===== config.mk =====
export PLATFORM = sky130hd
export DESIGN_NAME = spi_slave_responder
export DESIGN_NICKNAME = d
export VERILOG_FILES = /design/src/rtl/spi_slave_responder.sv
export SDC_FILE = /design/constraint.sdc
export NUM_CORES = 1
export LEC_CHECK = 0
export BUFFER_PORTS_ARGS = -buffer_cell sky130_fd_sc_hd__buf_2
export CAP_MARGIN = 20
export CORE_ASPECT_RATIO = 0.6
export CORE_MARGIN = 3
export CORE_UTILIZATION = 45
export CTS_CLUSTER_DIAMETER = 30
export DETAILED_ROUTE_END_ITERATION = 12
export PLACE_DENSITY_LB_ADDON = 0.05
export SLEW_MARGIN = 25
export SYNTH_ARGS = -nofsm -noshare
export SYNTH_HDL_FRONTEND = slang
export SYNTH_SLANG_ARGS = --single-unit
export TNS_END_PERCENT = 20

===== constraint.sdc =====
create_clock -name CLK -period 7.55 [get_ports CLK]
set_clock_uncertainty 0.1 [all_clocks]
set_input_delay 0.755 -clock CLK [delete_from_list [all_inputs] [get_ports CLK]]
set_output_delay 0.755 -clock CLK [all_outputs]
set_load 0.02 [all_outputs]

===== src/rtl/spi_slave_responder.sv =====
// SPI responder: rebuilds frames from oversampled SCK/CS/MOSI in the CLK domain,
// returns the received word and shifts a preloaded reply word out on MISO.
module spi_slave_responder #(
   parameter int unsigned SYNC_STAGES = 2
) (
   input  logic        CLK,
   input  logic        RST,
   input  logic [1:0]  spi_mode_in,
   input  logic [1:0]  word_len_in,
   input  logic [31:0] tx_data_in,
   input  logic        tx_load_in,
   input  logic        SCK_in,
   input  logic        CS_in,
   input  logic        MOSI_in,
   output logic        MISO_out,
   output logic [31:0] rx_data_out,
   output logic        rx_valid_out,
   output logic        busy_out,
   output logic        frame_err_out
);

   localparam int unsigned DATA_W = 32;
   localparam int unsigned CNT_W  = 6;

   typedef enum logic [1:0] {
      IDLE   = 2'd0,
      ACTIVE = 2'd1,
      DONE   = 2'd2
   } state_t;

   state_t state, state_n;

   logic [SYNC_STAGES-1:0] sck_sync, cs_sync, mosi_sync;
   logic sck_s, cs_s, mosi_s;
   logic sck_d, cs_d;

   logic              cpol_q, cpha_q, cpol_n, cpha_n;
   logic [1:0]        len_q, len_n;
   logic [DATA_W-1:0] tx_buf, tx_buf_n;
   logic [DATA_W-1:0] tx_shift, tx_shift_n;
   logic [DATA_W-1:0] rx_shift, rx_shift_n;
   logic [CNT_W-1:0]  bit_cnt, bit_cnt_n;
   logic [DATA_W-1:0] rx_data_n;
   logic              rx_valid_n, busy_n, frame_err_n, miso_n;

   logic              sck_rise, sck_fall, cs_rise, cs_fall;
   logic              lead_edge, trail_edge, sample_edge, shift_edge;
   logic [CNT_W-1:0]  frame_bits;
   logic [DATA_W-1:0] tx_aligned;

   // Pin synchronizers plus one-cycle-delayed copies for edge detection; CS idles high
   always_ff @(posedge CLK or negedge RST) begin
      if (!RST) begin
         sck_sync  <= '0;
         cs_sync   <= '1;
         mosi_sync <= '0;
         sck_d     <= 1'b0;
         cs_d      <= 1'b1;
      end else begin
         sck_sync  <= {sck_sync[SYNC_STAGES-2:0], SCK_in};
         cs_sync   <= {cs_sync[SYNC_STAGES-2:0], CS_in};
         mosi_sync <= {mosi_sync[SYNC_STAGES-2:0], MOSI_in};
         sck_d     <= sck_s;
         cs_d      <= cs_s;
      end
   end

   assign sck_s  = sck_sync[SYNC_STAGES-1];
   assign cs_s   = cs_sync[SYNC_STAGES-1];
   assign mosi_s = mosi_sync[SYNC_STAGES-1];

   assign sck_rise    = sck_s & ~sck_d;
   assign sck_fall    = ~sck_s & sck_d;
   assign cs_rise     = cs_s & ~cs_d;
   assign cs_fall     = ~cs_s & cs_d;
   assign lead_edge   = cpol_q ? sck_fall : sck_rise;
   assign trail_edge  = cpol_q ? sck_rise : sck_fall;
   assign sample_edge = cpha_q ? trail_edge : lead_edge;
   assign shift_edge  = cpha_q ? lead_edge : trail_edge;

   // Frame length in bits for the latched word length
   always_comb begin
      frame_bits = CNT_W'(8);
      unique case (len_q)
         2'd0: frame_bits = CNT_W'(8);
         2'd1: frame_bits = CNT_W'(16);
         2'd2: frame_bits = CNT_W'(24);
         2'd3: frame_bits = CNT_W'(32);
         default: frame_bits = CNT_W'(8);
      endcase
   end

   // Reply word left-aligned so the MSB of the selected length sits in bit 31
   always_comb begin
      tx_aligned = tx_buf;
      unique case (word_len_in)
         2'd0: tx_aligned = {tx_buf[7:0],  24'h0};
         2'd1: tx_aligned = {tx_buf[15:0], 16'h0};
         2'd2: tx_aligned = {tx_buf[23:0], 8'h0};
         2'd3: tx_aligned = tx_buf;
         default: tx_aligned = tx_buf;
      endcase
   end

   // State register
   always_ff @(posedge CLK or negedge RST) begin
      if (!RST) state <= IDLE;
      else      state <= state_n;
   end

   // Next-state and next-datapath logic
   always_comb begin
      state_n     = state;
      cpol_n      = cpol_q;
      cpha_n      = cpha_q;
      len_n       = len_q;
      tx_shift_n  = tx_shift;
      rx_shift_n  = rx_shift;
      bit_cnt_n   = bit_cnt;
      rx_data_n   = rx_data_out;
      rx_valid_n  = 1'b0;
      frame_err_n = 1'b0;
      busy_n      = busy_out;
      miso_n      = MISO_out;
      tx_buf_n    = tx_load_in ? tx_data_in : tx_buf;

      unique case (state)
         IDLE: begin
            miso_n = 1'b0;
            busy_n = 1'b0;
            if (cs_fall) begin
               state_n    = ACTIVE;
               cpol_n     = spi_mode_in[1];
               cpha_n     = spi_mode_in[0];
               len_n      = word_len_in;
               bit_cnt_n  = '0;
               rx_shift_n = '0;
               busy_n     = 1'b1;
               tx_shift_n = tx_aligned;
               // CPHA=0 presents the first bit before any clock edge
               if (!spi_mode_in[0]) begin
                  miso_n     = tx_aligned[DATA_W-1];
                  tx_shift_n = {tx_aligned[DATA_W-2:0], 1'b0};
               end
            end
         end
         ACTIVE: begin
            // CS rise takes priority over a coincident sample edge
            if (cs_rise) begin
               state_n     = IDLE;
               frame_err_n = 1'b1;
               busy_n      = 1'b0;
               miso_n      = 1'b0;
            end else if (sample_edge) begin
               rx_shift_n = {rx_shift[DATA_W-2:0], mosi_s};
               bit_cnt_n  = bit_cnt + CNT_W'(1);
               if (bit_cnt + CNT_W'(1) == frame_bits) begin
                  rx_data_n  = {rx_shift[DATA_W-2:0], mosi_s};
                  rx_valid_n = 1'b1;
                  state_n    = DONE;
               end
            end else if (shift_edge) begin
               miso_n     = tx_shift[DATA_W-1];
               tx_shift_n = {tx_shift[DATA_W-2:0], 1'b0};
            end
         end
         DONE: begin
            if (cs_rise) begin
               state_n = IDLE;
               busy_n  = 1'b0;
               miso_n  = 1'b0;
            end
         end
         default: state_n = IDLE;
      endcase
   end

   // Datapath and output registers
   always_ff @(posedge CLK or negedge RST) begin
      if (!RST) begin
         cpol_q        <= 1'b0;
         cpha_q        <= 1'b0;
         len_q         <= 2'd0;
         tx_buf        <= '0;
         tx_shift      <= '0;
         rx_shift      <= '0;
         bit_cnt       <= '0;
         rx_data_out   <= '0;
         rx_valid_out  <= 1'b0;
         frame_err_out <= 1'b0;
         busy_out      <= 1'b0;
         MISO_out      <= 1'b0;
      end else begin
         cpol_q        <= cpol_n;
         cpha_q        <= cpha_n;
         len_q         <= len_n;
         tx_buf        <= tx_buf_n;
         tx_shift      <= tx_shift_n;
         rx_shift      <= rx_shift_n;
         bit_cnt       <= bit_cnt_n;
         rx_data_out   <= rx_data_n;
         rx_valid_out  <= rx_valid_n;
         frame_err_out <= frame_err_n;
         busy_out      <= busy_n;
         MISO_out      <= miso_n;
      end
   end

endmodule

======== Yosys cells after proc, flatten, opt, wreduce, memory -nomap -nowiden ========
Index checks and enable logic that the tools add are counted.
cells by class
  $lt $le $gt $ge ......................... 0
  add/subtract/negate cells ............... 1
  bitwise gates (word level) .............. 9
  reduce and logical (&&, ||, !) cells .... 14
  eq/ne operators ......................... 20
  shift-type cells ........................ 0
  multipliers ............................. 0
  div/mod/pow operators ................... 0
  muxes and demuxes ....................... 41
operators with widths
  kind                                                  number
  2-to-1 mux 32 bit                                     5
  case mux 32 bit (4 select lines)                      1
  2-to-1 mux 31 bit                                     3
  case mux 32 bit (2 select lines)                      1
  case mux 31 bit (2 select lines)                      1
  case mux 6 bit (4 select lines)                       1
  2-to-1 mux 6 bit                                      3
  2-to-1 mux 1 bit                                      17
  AND reduction 4 bit                                   4
  != test 2 bit (second input constant)                 6
  != test 3 bit (second input constant)                 4
  case mux 6 bit (2 select lines)                       1
  equality test 2 bit (second input constant)           5
  2-to-1 mux 2 bit                                      5
  adder 6 x 1 -> 6 bit (second input constant)          1
  equality test 2 x 1 -> 1 bit (second input constant)  3
  equality test 6 bit                                   1
  zero test 2 bit                                       3
  case mux 2 bit (3 select lines)                       1
  inverter 1 bit                                        5
  AND reduction 5 bit                                   1
  bitwise AND 1 bit                                     4
  AND reduction 2 bit                                   2
  nonzero test 2 bit                                    2
  5 further kinds                                       5
word-level totals
  flip-flop bits (word level) ............. 151
  memories kept ........................... 0
  bits in read-only memories .............. 0
  latch bits .............................. 0
  output and inout port bits .............. 36
  bits in writable memories ............... 0

======== Logic depth before layout (Yosys ltp) ========
Gate-level depths: netlist of the first run.
  word-level depth ........................ 8
  mapped depth ............................ 9
  mapped depth without buffers ............ 7

======== Worst setup path after synthesis of the first run ========
OpenSTA, ideal clock, no wires.
  path kind ............................... input to register
  start ................................... input port word_len_in[0]
  end ..................................... register tx_shift[30]
  path buffers ............................ 2
  path slack .............................. 5.121 ns
  cell stages on the path ................. 7
  arrival time ............................ 2.196 ns
  path through ............................ buf_2 -> buf_1 -> mux4_2 -> mux2i_1 -> nand2_1 -> o21ai_0 -> o21ai_0
on the way
  word-level cells in the longest chain between the ends .. 5
  elaborated cells between the ends (all ways) .. 8
  those cells by class .................... eq/ne: 3; mux: 4; reduce/logical: 1
ends and longest elaborated chain
  element                                      RTL line  text
  start, declared                              9         input logic [1:0] word_len_in,
  equality test 2 bit (tied with other cells)  96        unique case (word_len_in)
  case mux 32 bit (4 select lines) *           96
  2-to-1 mux 32 bit *                          141       if (!spi_mode_in[0]) begin
  2-to-1 mux 32 bit *                          131       if (cs_fall) begin
  case mux 32 bit (2 select lines) *           127       unique case (state)
  end signal, assigned                         198       tx_shift <= tx_shift_n;
  end, declared                                40        logic [DATA_W-1:0] tx_shift, tx_shift_n;
Every way passes the cells marked *; elsewhere a longest branch is shown, timed or not. The select of a mux whose other input is x is not followed.
A chain may end at the register's enable or synchronous reset.

======== Worst setup path in the final report of the first run ========
  start ................................... register bit_cnt[0]
  end ..................................... register rx_data_out[8]
on the way
  word-level cells in the longest chain between the ends .. 3
ends and longest elaborated chain
  element                        RTL line  text
  start, declared                42        logic [CNT_W-1:0] bit_cnt, bit_cnt_n;
  start signal, assigned         200       bit_cnt <= bit_cnt_n;
  adder 6 x 1 -> 6 bit           157       if (bit_cnt + CNT_W'(1) == frame_bits) begin
  equality test 6 bit            157
  AND reduction 4 bit (no line)  n/a
  end signal, assigned           201       rx_data_out <= rx_data_n;
  end, declared                  16        output logic [31:0] rx_data_out,
Every way passes these cells.

==> results.md, run 1 <==
- The flow ran to the end, and the final reports show no timing, DRC or antenna violations.
- The floorplan has 34 rows.
- The number of max-slew violations in the final report is 0.
- The relative slew slack is 37.07%.
- The final net count is 675.
- The core region is about 15,000 µm².
- Across the run, the number of max-cap violations was 0.
- Across the VDD grid, the largest voltage drop is 0.0001551 V.
- The synthesized design spends more area on one cell type than any other, namely sky130_fd_sc_hd__dfrtp_1.
- At the pin with the least slew margin, the transition time is 0.9440 ns.
- The final critical-path required period is 2.674 ns.
- Timing would allow up to 373.9 MHz.
- Of the available clock period, the critical path in the final layout requires 35.42%.
- The number of filler cells placed in the layout is 1,265.
- The master cell of the clock root buffer is sky130_fd_sc_hd__clkbuf_16.
- In this run the vertical extent of the chip is 102.1 µm.
- For this run, global-route usage on met2 was measured as 24.22%.
- The floorplan step defined a die boundary enclosing roughly 17,000 µm².
- The number of buffer and inverter stages on the critical path is 1.
- The pre-antenna-repair detailed-routing pass consisted of 4 iterations.
- The final setup violation count is 0.
- Hold repair after CTS inserted 0 buffers.
- The aggregate global-route resource usage is 18.55%.
- The global-route wire length before repair is between 20 and 25 mm.
- The netlist uses 46 different library cells.
- The number of global-route vias before repair is 4,466.
- The count of input and output buffers is 77.
- The worst hold path belongs to the class register to register.
- The die width is between 150 and 200 µm.
- The clock passes through at most 2 buffers.
- The initial detailed-routing violation count is 319.
- Global routing used under 10% of the available met3 tracks.
- The most used standard cell by instance count after synthesis is sky130_fd_sc_hd__dfrtp_1.
- Broken down by cell family, the worst path's largest delay share belongs to simple AND/OR/NAND/NOR gates.
- Gates resized during post-CTS repair numbered 0.
- In this run the critical register-to-register path is launched from bit_cnt[0]$_DFFE_PN0P_.
- The register bit count reported by yosys is 151.
- After clock tree synthesis, the setup repair step added 0 buffers.
- The post-synth net total is 611.
- The clock drives 151 sinks.
- The detail route stage leaves a number of antenna-violating nets equal to 0.
- STA classifies the critical path startpoint as a register.
- The TritonCTS clock tree is done.
- The number of hold violations in the final report was 0.
- The number of antenna violations at the first check in global routing is 0.
- Summed over all layers, the routed wires come to 15.07 mm.
- For this configuration, the core starts out at a cell density of 46.97%.
- The share of async-settable or async-resettable flops after synthesis is 100.0%.
- On the worst path, the slowest cell contributes a delay of 0.43 ns.
- The layer with the highest usage after global routing is met1.
- In the post-synthesis netlist, the biggest area contributors are sky130_fd_sc_hd__dfrtp_1 (53%), sky130_fd_sc_hd__mux2_2 (14%), sky130_fd_sc_hd__a22o_1 (5.3%), sky130_fd_sc_hd__mux2i_1 (4.8%), sky130_fd_sc_hd__o21ai_0 (3.2%).
- The fraction of layout instances using a drive strength above 1 is 33.91%.
- At the end of routability-driven placement, the weighted congestion stood at ~0.84.
- The total overflow left after global routing is 0.
- The required arrival time at the worst endpoint is 7.75 ns.
- In this run, CTS created clock tree buffers numbering 17.
- Setup repair after global routing left no endpoint under its margin.
- The total number of yosys warnings is 0.
- STA classifies the critical path endpoint as a register.
- Counting flops with a built-in enable in the synthesized netlist gives 0.
- The most used flip-flop cell after synthesis is sky130_fd_sc_hd__dfrtp_1.
- The critical path startpoint is bit_cnt[0]$_DFFE_PN0P_.
- The routed layout has 4,619 vias.
- Ranked by instance count, the synthesized netlist is headed by sky130_fd_sc_hd__dfrtp_1 (148), sky130_fd_sc_hd__mux2_2 (85), sky130_fd_sc_hd__nand2_1 (50).
- The data arrival time of the worst path is 2.88 ns.
- The power per standard cell area is 297.9 nW/µm².
- After technology mapping, the gate count stands at 560.
- During I/O placement, the number of pins put on the boundary was 78.
- Hold is met by 0.2494 ns.
- The type of the setup path with the least slack is register to register.
- The critical-path maximum fanout is 32.
- Summed over its instances, the top area cell type makes up 53.42% of the synthesized netlist area.
- The ratio of routed vias to standard cells is between 5 and 6.
- The growth of design area from synthesis to finish is 16.59%.
- The critical-path cell with the highest stage delay is sky130_fd_sc_hd__dfrtp_1.
- For the worst-skew pair, the clock arrives at the later sink with an insertion delay of 0.42 ns.
- The met1 demand-to-capacity share in global routing is between 20% and 30%.
- The final-layout setup total negative slack is 0 ns.
- The cell area that synthesis handed to floorplanning was 6933 µm².
- In this run the mean area of a mapped cell was 12.38 µm².
- Entering global routing, the biggest net connects 81 pins.
- In this run the most critical hold path is launched from mosi_sync[0]$_DFF_PN0_.
- In the routed design, unresolved DRC markers number 0.
- The repair_antennas step left the layout with diodes totalling 0.
- The clock-pin slew on the worst setup and hold paths is around 0.070 ns.
- The static power due to leakage is slightly below 4 nW.
- After detailed routing, the average wire length per cell comes to 18.04 µm.
- The share of the Yosys chip area taken by registers is between 50% and 60%.
- The critical path goes through ha_1 -> or2_2 -> a211o_1 -> nor4_4 -> buf_4 -> mux2_2.
- The placed wire-length estimate after detailed placement is 10.29 mm.
- The deepest level of the CTS H-tree is 4.
worst paths after layout:
kind | end | slack [ns] | depth (start not counted)
setup / recovery | rx_data_out[8]$_DFFE_PN0P_ | 4.88 | 6
hold / removal | mosi_sync[1]$_DFF_PN0_ | 0.25 | 0
setup reg to reg | rx_data_out[8]$_DFFE_PN0P_ | 4.88 | 6
hold reg to reg | mosi_sync[1]$_DFF_PN0_ | 0.25 | 0
max in group asynchronous | rx_data_out[2]$_DFFE_PN0P_ | 5.69 | 2
min in group asynchronous | rx_data_out[25]$_DFFE_PN0P_ | 0.27 | 1
sequential cells by signal, indices dropped and copies added, names as in the netlist, 2 cells and up:
signal,count
rx_data_out,32
tx_buf,32
tx_shift,32
rx_shift,31
bit_cnt,6
cs_sync,2
len_q,2
mosi_sync,2
sck_sync,2
state,2
final cells by class:
type | count | area, µm² | area share [%]
Timing Repair Buffer | 83 | 436.7 | 5.402
Clock buffer | 17 | 425.4 | 5.263
Sequential cell | 151 | 3782 | 46.80
Clock inverter | 15 | 203.9 | 2.523
Inverter | 7 | 26.28 | 0.3251
Multi-Input combinational cell | 364 | 2960 | 36.63
Tap cell | 198 | 247.7 | 3.065
layer usage:
layer | routed length [µm] | vias up
met4 | 126 | 0
met5 | 0 | -
li1 | - | 2171
met1 | 8149 | 2336
met2 | 6012 | 101
met3 | 777 | 11
per-stage QoR:
stage,setup slack (ns),instances,utilization [%],instance area [µm²],power (W)
3_3_place_gp,4.809,803,50.48,7452,0.001496
6_report,4.876,835,54.75,8083,0.002407
4_1_cts,4.875,835,54.75,8083,0.002430
3_5_place_dp,4.813,803,50.49,7453,0.001508
2_1_floorplan,5.121,560,-,6933,0.001362
5_1_grt,4.743,835,54.75,8083,0.002546
cells in the final DEF (no fill, tap or decap), types with 7 or more instances in the layout:
cell type                   synthesis  routed
sky130_fd_sc_hd__a22o_1            42      42
sky130_fd_sc_hd__clkbuf_16          0      17
sky130_fd_sc_hd__mux2_2            85      85
sky130_fd_sc_hd__o21ai_0           44      44
sky130_fd_sc_hd__nor2_1            20      19
sky130_fd_sc_hd__nand2b_1           8       8
sky130_fd_sc_hd__mux4_2             8       8
sky130_fd_sc_hd__ha_1               9       9
sky130_fd_sc_hd__a21oi_1           14      14
sky130_fd_sc_hd__buf_2              2      76
sky130_fd_sc_hd__mux2i_1           33      33
sky130_fd_sc_hd__a32oi_1            7       7
sky130_fd_sc_hd__nand2_1           50      50
sky130_fd_sc_hd__dfrtp_1          148     148
report_power, final:
group | total (W) | switching, W | internal, W
logic | 0.000474 | 0.000277 | 0.000197
registers | 0.00102 | 0.0000916 | 0.000928
clock network | 0.000913 | 0.000376 | 0.000537
kinds of logic after synthesis:
kind of cell	count (synthesis)	share of synthesized area (%)
simple gates	101	6.768
mux	127	21.33
buf+inv	45	2.797
compound gates	122	12.09
fa+ha+maj	9	1.624
xor+xnor	5	0.8302
flops	151	54.56
Power figures use the tool's default switching activity.
==> run 2, diff against run 1 <==
Settings changed: ABC_AREA set to 1.
Clock period 7.55 ns to 2.25 ns, I/O delays scaled along.
==> results.md, run 2 <==
- Result of the run: finished, final reports clean (unchanged).
- The maximum buffer depth of the clock tree is 2 (unchanged).
- The register area came to 3782 µm² (unchanged).
- The relative slew slack is 53.45% (was 37.07%).
- The most frequently used flop master after synthesis is sky130_fd_sc_hd__dfrtp_1 (unchanged).
- The number of filler cells placed in the layout is 1,350 (was 1,265).
- The number of clock buffers inserted by TritonCTS is 17 (unchanged).
- The post-layout instance count excluding filler cells is 1,145 (was 835).
- Cell types with the largest area share after synthesis: sky130_fd_sc_hd__dfrtp_1 (54%), sky130_fd_sc_hd__nand2_1 (15%), sky130_fd_sc_hd__o21ai_1 (4.8%), sky130_fd_sc_hd__inv_1 (4.7%), sky130_fd_sc_hd__o21ai_0 (4.2%) (was sky130_fd_sc_hd__dfrtp_1 (53%), sky130_fd_sc_hd__mux2_2 (14%), sky130_fd_sc_hd__a22o_1 (5.3%), sky130_fd_sc_hd__mux2i_1 (4.8%), sky130_fd_sc_hd__o21ai_0 (3.2%)).
- Highest-count cells in the layout ignoring fill and taps: sky130_fd_sc_hd__nand2_1 (277), sky130_fd_sc_hd__dfrtp_1 (148), sky130_fd_sc_hd__inv_1 (86) (was sky130_fd_sc_hd__dfrtp_1 (148), sky130_fd_sc_hd__mux2_2 (85), sky130_fd_sc_hd__buf_2 (76)).
- Top Registers: rx_data_out (32), tx_buf (32), tx_shift (32) (unchanged).
- The type of the setup path with the least slack is register to register (unchanged).
- The data arrival time of the worst path was 2.28 ns (was 2.88 ns).
- The most used standard cell by instance count after synthesis is sky130_fd_sc_hd__nand2_1 (was sky130_fd_sc_hd__dfrtp_1).
- The number of enable flip-flop cells after synthesis came to 0 (unchanged).
- The share of async-settable or async-resettable flops after synthesis is 100.0% (unchanged).
- The number of top-level pins is 78 (unchanged).
- The height of the die is 101.9 µm (was 102.1 µm).
- The number of hold violations in the final report is 0 (unchanged).
- The fraction of layout instances using a drive strength above 1 is 16.37% (was 33.91%).
- The number of cells produced by synthesis is 815 (was 560).
- The initial standard-cell utilization of the core is 46.82% (was 46.97%).
- The critical-path maximum fanout is 32 (unchanged).
- The ratio of routed vias to standard cells is 5.131 (was 5.532).
- The final critical-path required period was 2.095 ns (was 2.674 ns).
- The unique cell type count in the Yosys netlist was 40 (was 46).
- The number of antenna violations at the first check in global routing was 0 (unchanged).
- The total clock sinks came to 151 (unchanged).
- The aggregate global-route resource usage came to 21.56% (was 18.55%).
- The required arrival time at the worst endpoint is 2.43 ns (was 7.75 ns).
- The antenna diode instance count is 0 (unchanged).
- The number of global-route vias before repair came to 5,517 (was 4,466).
- The portion of the post-synthesis area used by sequential elements was 54.88% (was 54.56%).
- The master cell of the clock root buffer was sky130_fd_sc_hd__clkbuf_16 (unchanged).
- The first-pass iteration count of the detailed router is 7 (was 4).
- The deepest level of the CTS H-tree is 4 (unchanged).
- The final RePlAce weighted congestion is 0.8983 (was 0.8399).
- The final net count was 985 (was 675).
- The number of placement rows is 34 (unchanged).
- The post-synthesis average cell area came to 8.456 µm² (was 12.38 µm²).
- The share of the core filled with cells in the final layout is 58.33% (was 54.75%).
- The register bit count reported by yosys was 151 (unchanged).
- Setup repair after global routing missed its margin: yes (was no).
- The via count is 5,875 (was 4,619).
- The worst setup margin is 0.1551 ns (was 4.876 ns).
- The initial detailed-routing violation count came to 548 (was 319).
- The worst setup slack before clock tree synthesis is 0.1542 ns (was 4.813 ns).
- The launching element type of the critical path was a register (unchanged).
- The final wirelength is 17.68 mm (was 15.07 mm).
- The classification of the worst-slack hold path is primary input to register (was register to register).
- The TritonCTS clock tree is done (unchanged).
- The total core area came to 14,720 µm² (was 14,760 µm²).
- The kind of end point of the critical path is a register (unchanged).
- The pin slew with the least headroom to its limit was 0.6910 ns (was 0.9440 ns).
- The post-synth net total is 866 (was 611).
- The growth of design area from synthesis to finish came to 24.58% (was 16.59%).
- The highest clock frequency the design can meet is 477.3 MHz (was 373.9 MHz).
- The cell area after synthesis is 6892 µm² (was 6933 µm²).
- The static power due to leakage is 4.158 nW (was 3.872 nW).
- The detailed-route wire length per cell is 15.44 µm (was 18.04 µm).
- The multi-input combinational cell area is 2595 µm² (was 2960 µm²).
- The cell type contributing the most total cell area after synthesis was sky130_fd_sc_hd__dfrtp_1 (unchanged).
- The largest net degree at the start of global routing came to 65 (was 81).
- The count of input and output buffers is 77 (unchanged).
- The clock-pin slew on the worst setup and hold paths is 0.06 ns (was 0.07 ns).
- The number of max-slew violations in the final report came to 0 (unchanged).
- The leading cell type in the layout, fill and taps excluded is sky130_fd_sc_hd__nand2_1 (was sky130_fd_sc_hd__dfrtp_1).
- The die area is 16,880 µm² (was 16,980 µm²).
- The total number of yosys warnings is 0 (unchanged).
- The DRC violation count after routing is 0 (unchanged).
- The count of max-cap constraint violations is 0 (unchanged).
- The global-route wire length before repair is 28.98 mm (was 24.74 mm).
- The final setup violation count is 0 (unchanged).
- The clock latency on the worst-skew pair is 0.41 ns (was 0.42 ns).
- The total overflow reported by the global router is 0 (unchanged).
- The count of nets left with antenna violations after detail routing is 0 (unchanged).
- Leading post-synthesis cells by instance count: sky130_fd_sc_hd__nand2_1 (278), sky130_fd_sc_hd__dfrtp_1 (148), sky130_fd_sc_hd__inv_1 (86) (was sky130_fd_sc_hd__dfrtp_1 (148), sky130_fd_sc_hd__mux2_2 (85), sky130_fd_sc_hd__nand2_1 (50)).
- The fraction of synthesized cell area taken by the top area cell type is 53.74% (was 53.42%).
- The fraction of the cycle the final worst path needs is 93.11% (was 35.42%).
- The placed wire-length estimate after detailed placement is 12.11 mm (was 10.29 mm).
- The worst vdd rail ir drop is 0.0007005 V (was 0.0001551 V).
- The placed instance count was 1,074 (was 803).
- The die width is 165.8 µm (was 166.2 µm).
- The power per standard cell area is 1050 nW/µm² (was 297.9 nW/µm²).
[run 2: final timing paths]
kind                                   startpoint  slack (ns)                      end  cells past startpoint
min                                spi_mode_in[0]        0.07       cpha_q$_DFFE_PN0P_                      3
max                          state[1]$_DFFE_PN0P_        0.16  tx_shift[7]$_DFFE_PN0P_                      8
min reg2reg                mosi_sync[0]$_DFF_PN0_        0.25   mosi_sync[1]$_DFF_PN0_                      0
max in group asynchronous                     RST        1.10     cs_sync[0]$_DFF_PN1_                      3
max reg2reg                  state[1]$_DFFE_PN0P_        0.16  tx_shift[7]$_DFFE_PN0P_                      8
min in group asynchronous                     RST        0.24   tx_buf[25]$_DFFE_PN0P_                      2
[run 2: cell type report]
cell class / count / area share, %
Sequential cell: 151 / 44.05
Multi-Input combinational cell: 537 / 30.22
Timing Repair Buffer: 135 / 11.73
Clock buffer: 20 / 5.203
Inverter: 92 / 4.110
Tap cell: 198 / 2.885
Clock inverter: 12 / 1.792
[run 2: critical path, stage by stage, from the launching register on]
cell                       delay, ns
sky130_fd_sc_hd__dfrtp_1        0.41
sky130_fd_sc_hd__inv_1          0.10
sky130_fd_sc_hd__ha_1           0.21
sky130_fd_sc_hd__buf_4          0.35
sky130_fd_sc_hd__nor2_1         0.11
sky130_fd_sc_hd__inv_2          0.24
sky130_fd_sc_hd__nor3_1         0.07
sky130_fd_sc_hd__a211oi_1       0.23
sky130_fd_sc_hd__o21ai_0        0.13
[run 2: per-layer routing]
layer,track usage (%),vias up,part of all wire (%)
met4,5.431,0,0.91
met2,29.03,200,39
met5,0,-,0
met1,33.57,2768,51
met3,6.726,21,8.7
li1,-,2886,-
[run 2: stage by stage]
stage,setup TNS (ns),instance area [µm²],hold WS (ns),power [W]
final,0,8586,0.06814,0.009012
after detailed placement,0,7592,0.1270,0.005991
after global routing,-0.009887,8586,0.08229,0.009564
after floorplan,0,6892,-0.1706,0.005154
after global placement,0,7592,0.1221,0.005925
after CTS,0,8563,0.06148,0.008967
[run 2: cell families after synthesis]
group,synth area share (%)
compound gates,14.38
xor+xnor,0.1271
fa+ha+maj,1.634
buf+inv,7.498
flops,54.88
mux,1.507
simple gates,19.97
[run 2: where the power goes]
part | total [W] | internal, W | switching [W]
sequential | 0.00340 | 0.00313 | 0.000276
clock | 0.00290 | 0.00178 | 0.00113
combinational | 0.00271 | 0.000931 | 0.00178
[run 2: timing repair]
| item | CTS | global route |
|---|---|---|
| buffers inserted | 0 | 2 |
| hold endpoints to repair | 88 | 0 |
| hold buffers | 37 | 0 |
| gates resized for setup | 0 | 3 |
| setup endpoints to repair | 0 | 19 |
==> run 3, diff against run 2 <==
Settings changed: PLACE_DENSITY set to 0.68, PLACE_DENSITY_LB_ADDON 0.05 to not set.
==> results.md, run 3 (synthesis results as in run 2) <==
- The first-pass iteration count of the detailed router came to 5 (was 7).
- The largest net degree at the start of global routing came to 53 (was 65).
- The classification of the worst-slack hold path is primary input to register (unchanged).
- The global-route wire length before repair is 29.34 mm (was 28.98 mm).
- The ratio of routed vias to standard cells is 5.171 (was 5.131).
- The TritonCTS clock tree is done (unchanged).
- The instance count along the most critical hold path is 3 (unchanged).
- The final RePlAce weighted congestion is 0.9194 (was 0.8983).
- The kind of end point of the critical path is a register (unchanged).
- The initial detailed-routing violation count is 521 (was 548).
- The height of the die is 101.9 µm (unchanged).
- The die area is 16,880 µm² (unchanged).
- The clock latency on the worst-skew pair was 0.43 ns (was 0.41 ns).
- The endpoint of the worst-slack reg-to-reg timing path is tx_shift[24]$_DFFE_PN0P_ (was tx_shift[7]$_DFFE_PN0P_).
- The count of input and output buffers is 77 (unchanged).
- The number of placement rows is 34 (unchanged).
- The clock-pin slew on the worst setup and hold paths is 0.07 ns (was 0.06 ns).
- The final wirelength is 17.93 mm (was 17.68 mm).
- The detailed-route wire length per cell is 15.62 µm (was 15.44 µm).
- The launching element type of the critical path is a register (unchanged).
- The sink of the worst hold path is len_q[0]$_DFFE_PN0P_ (was cpha_q$_DFFE_PN0P_).
- The total clock sinks is 151 (unchanged).
- The number of max-slew violations in the final report was 0 (unchanged).
- The final critical-path required period is 2.079 ns (was 2.095 ns).
- The growth of design area from synthesis to finish is 24.47% (was 24.58%).
- The master cell of the clock root buffer is sky130_fd_sc_hd__clkbuf_16 (unchanged).
- The launch point of the worst hold path was word_len_in[0] (was spi_mode_in[0]).
- The leading cell type in the layout, fill and taps excluded is sky130_fd_sc_hd__nand2_1 (unchanged).
- The count of max-cap constraint violations is 0 (unchanged).
- The number of clock buffers inserted by TritonCTS came to 17 (unchanged).
- The depth of the worst register-to-register path was 9 (was 8).
- Top Registers: rx_data_out (32), tx_buf (32), tx_shift (32) (unchanged).
- The fraction of the cycle the final worst path needs is 92.39% (was 93.11%).
- Setup repair after global routing missed its margin: no (was yes).
- The relative slew slack was 60.13% (was 53.45%).
- The number of top-level pins is 78 (unchanged).
- The data arrival time of the worst path was 2.34 ns (was 2.28 ns).
- The antenna diode instance count is 0 (unchanged).
- The count of nets left with antenna violations after detail routing was 0 (unchanged).
- The static power due to leakage is 4.162 nW (was 4.158 nW).
- The final-layout setup total negative slack is 0 ns (unchanged).
- The share of the core filled with cells in the final layout is 58.28% (was 58.33%).
- The highest clock frequency the design can meet was 481.0 MHz (was 477.3 MHz).
- Highest-count cells in the layout ignoring fill and taps: sky130_fd_sc_hd__nand2_1 (278), sky130_fd_sc_hd__dfrtp_1 (148), sky130_fd_sc_hd__inv_1 (85) (was sky130_fd_sc_hd__nand2_1 (277), sky130_fd_sc_hd__dfrtp_1 (148), sky130_fd_sc_hd__inv_1 (86)).
- The startpoint of the worst register-to-register path is state[1]$_DFFE_PN0P_ (unchanged).
- The critical-path maximum fanout is 14 (was 32).
- Result of the run: finished, final reports clean (unchanged).
- The required arrival time at the worst endpoint is 2.51 ns (was 2.43 ns).
- The number of global-route vias before repair was 5,688 (was 5,517).
- The final setup violation count is 0 (unchanged).
- The pin slew with the least headroom to its limit came to 0.5981 ns (was 0.6910 ns).
- The deepest level of the CTS H-tree is 4 (unchanged).
- The initial standard-cell utilization of the core came to 46.82% (unchanged).
- The total overflow reported by the global router is 0 (unchanged).
- The register-to-register setup slack is 0.17 ns (was 0.16 ns).
- The number of antenna violations at the first check in global routing is 0 (unchanged).
- The DRC violation count after routing is 0 (unchanged).
- The die width is 165.8 µm (unchanged).
- The final net count is 988 (was 985).
- The type of the setup path with the least slack is register to register (unchanged).
- The number of buffers added for setup after CTS came to 0 (unchanged).
- The placed wire-length estimate after detailed placement is 12.29 mm (was 12.11 mm).
- The number of hold violations in the final report is 0 (unchanged).
- The fraction of layout instances using a drive strength above 1 is 16.84% (was 16.37%).
- The aggregate global-route resource usage is 21.80% (was 21.56%).
- The total core area is 14,720 µm² (unchanged).
- The worst vdd rail ir drop is 0.0006350 V (was 0.0007005 V).
- The via count is 5,936 (was 5,875).
- The power per standard cell area came to 1040 nW/µm² (was 1050 nW/µm²).
- The maximum buffer depth of the clock tree is 2 (unchanged).
-- run 3: cell count changes in the layout (fill, tap and decap cells not counted), moves of 3 or more --
cell	previous run	this run
sky130_fd_sc_hd__clkinv_2	3	0
sky130_fd_sc_hd__bufinv_16	3	0
sky130_fd_sc_hd__clkinv_8	0	3
sky130_fd_sc_hd__inv_8	0	7
sky130_fd_sc_hd__buf_4	14	19
-- run 3: what timing repair did --
item	in CTS	in global routing
hold endpoints to repair	84	0
hold buffers	37	0
gates resized for setup	0	2
endpoints found under the setup margin	0	25
-- run 3: area by class of cell --
| class | count | area, µm² |
|---|---|---|
| tap | 198 | 247.7 |
| inverter | 92 | 347.8 |
| multi-input combinational | 537 | 2600 |
| clock buffer | 17 | 425.4 |
| sequential | 151 | 3782 |
| timing repair buffer | 138 | 1005 |
| fill | 1336 | 6141 |
| clock inverter | 15 | 170.2 |
-- run 3: worst max-delay path by stage --
stage	start	endpoint	slack, ns	cells past startpoint
after CTS	state[0]$_DFFE_PN0P_	rx_shift[6]$_DFFE_PN0P_	0.15	10
after detailed placement	state[0]$_DFFE_PN0P_	rx_shift[11]$_DFFE_PN0P_	0.18	10
after global placement	state[0]$_DFFE_PN0P_	rx_shift[27]$_DFFE_PN0P_	0.23	10
after floorplan	state[1]$_DFFE_PN0P_	bit_cnt[3]$_DFFE_PN0P_	0.40	10
final	state[1]$_DFFE_PN0P_	tx_shift[24]$_DFFE_PN0P_	0.17	9
after global routing	bit_cnt[1]$_DFFE_PN0P_	rx_data_out[2]$_DFFE_PN0P_	0.03	11
-- run 3: worst max-delay path, stage by stage (launching register included) --
cell	delay (ns)
sky130_fd_sc_hd__dfrtp_1	0.40
sky130_fd_sc_hd__inv_1	0.09
sky130_fd_sc_hd__ha_1	0.21
sky130_fd_sc_hd__buf_4	0.20
sky130_fd_sc_hd__nor2_1	0.24
sky130_fd_sc_hd__inv_1	0.21
sky130_fd_sc_hd__or2_2	0.36
sky130_fd_sc_hd__o211ai_1	0.09
sky130_fd_sc_hd__nand2_1	0.06
sky130_fd_sc_hd__nand2_1	0.05
-- run 3: per-stage QoR --
stage	instances	instance area (µm²)	setup slack (ns)	total power (W)	hold WS, ns
detailed placement	1079	7605	0.1810	0.005999	0.1019
CTS	1148	8571	0.1501	0.008905	0.03863
global route	1148	8578	0.02691	0.009475	0.05722
finish	1148	8578	0.1711	0.008918	0.04513
floorplan	815	6892	0.4019	0.005154	-0.1706
global placement	1079	7605	0.2257	0.005950	0.09751
-- run 3: metal layers --
| metal | wire length, µm | global-route usage (%) | up-vias |
|---|---|---|---|
| met5 | 0 | 0 | - |
| met4 | 190 | 4.217 | 0 |
| met3 | 1422 | 5.991 | 22 |
| li1 | - | - | 2901 |
| met2 | 7164 | 30.89 | 204 |
| met1 | 9151 | 33.73 | 2809 |
-- run 3: where the power goes --
part	switching (W)	internal, W
Clock	0.00135	0.00150
Sequential	0.000270	0.00312
Combinational	0.00178	0.000891
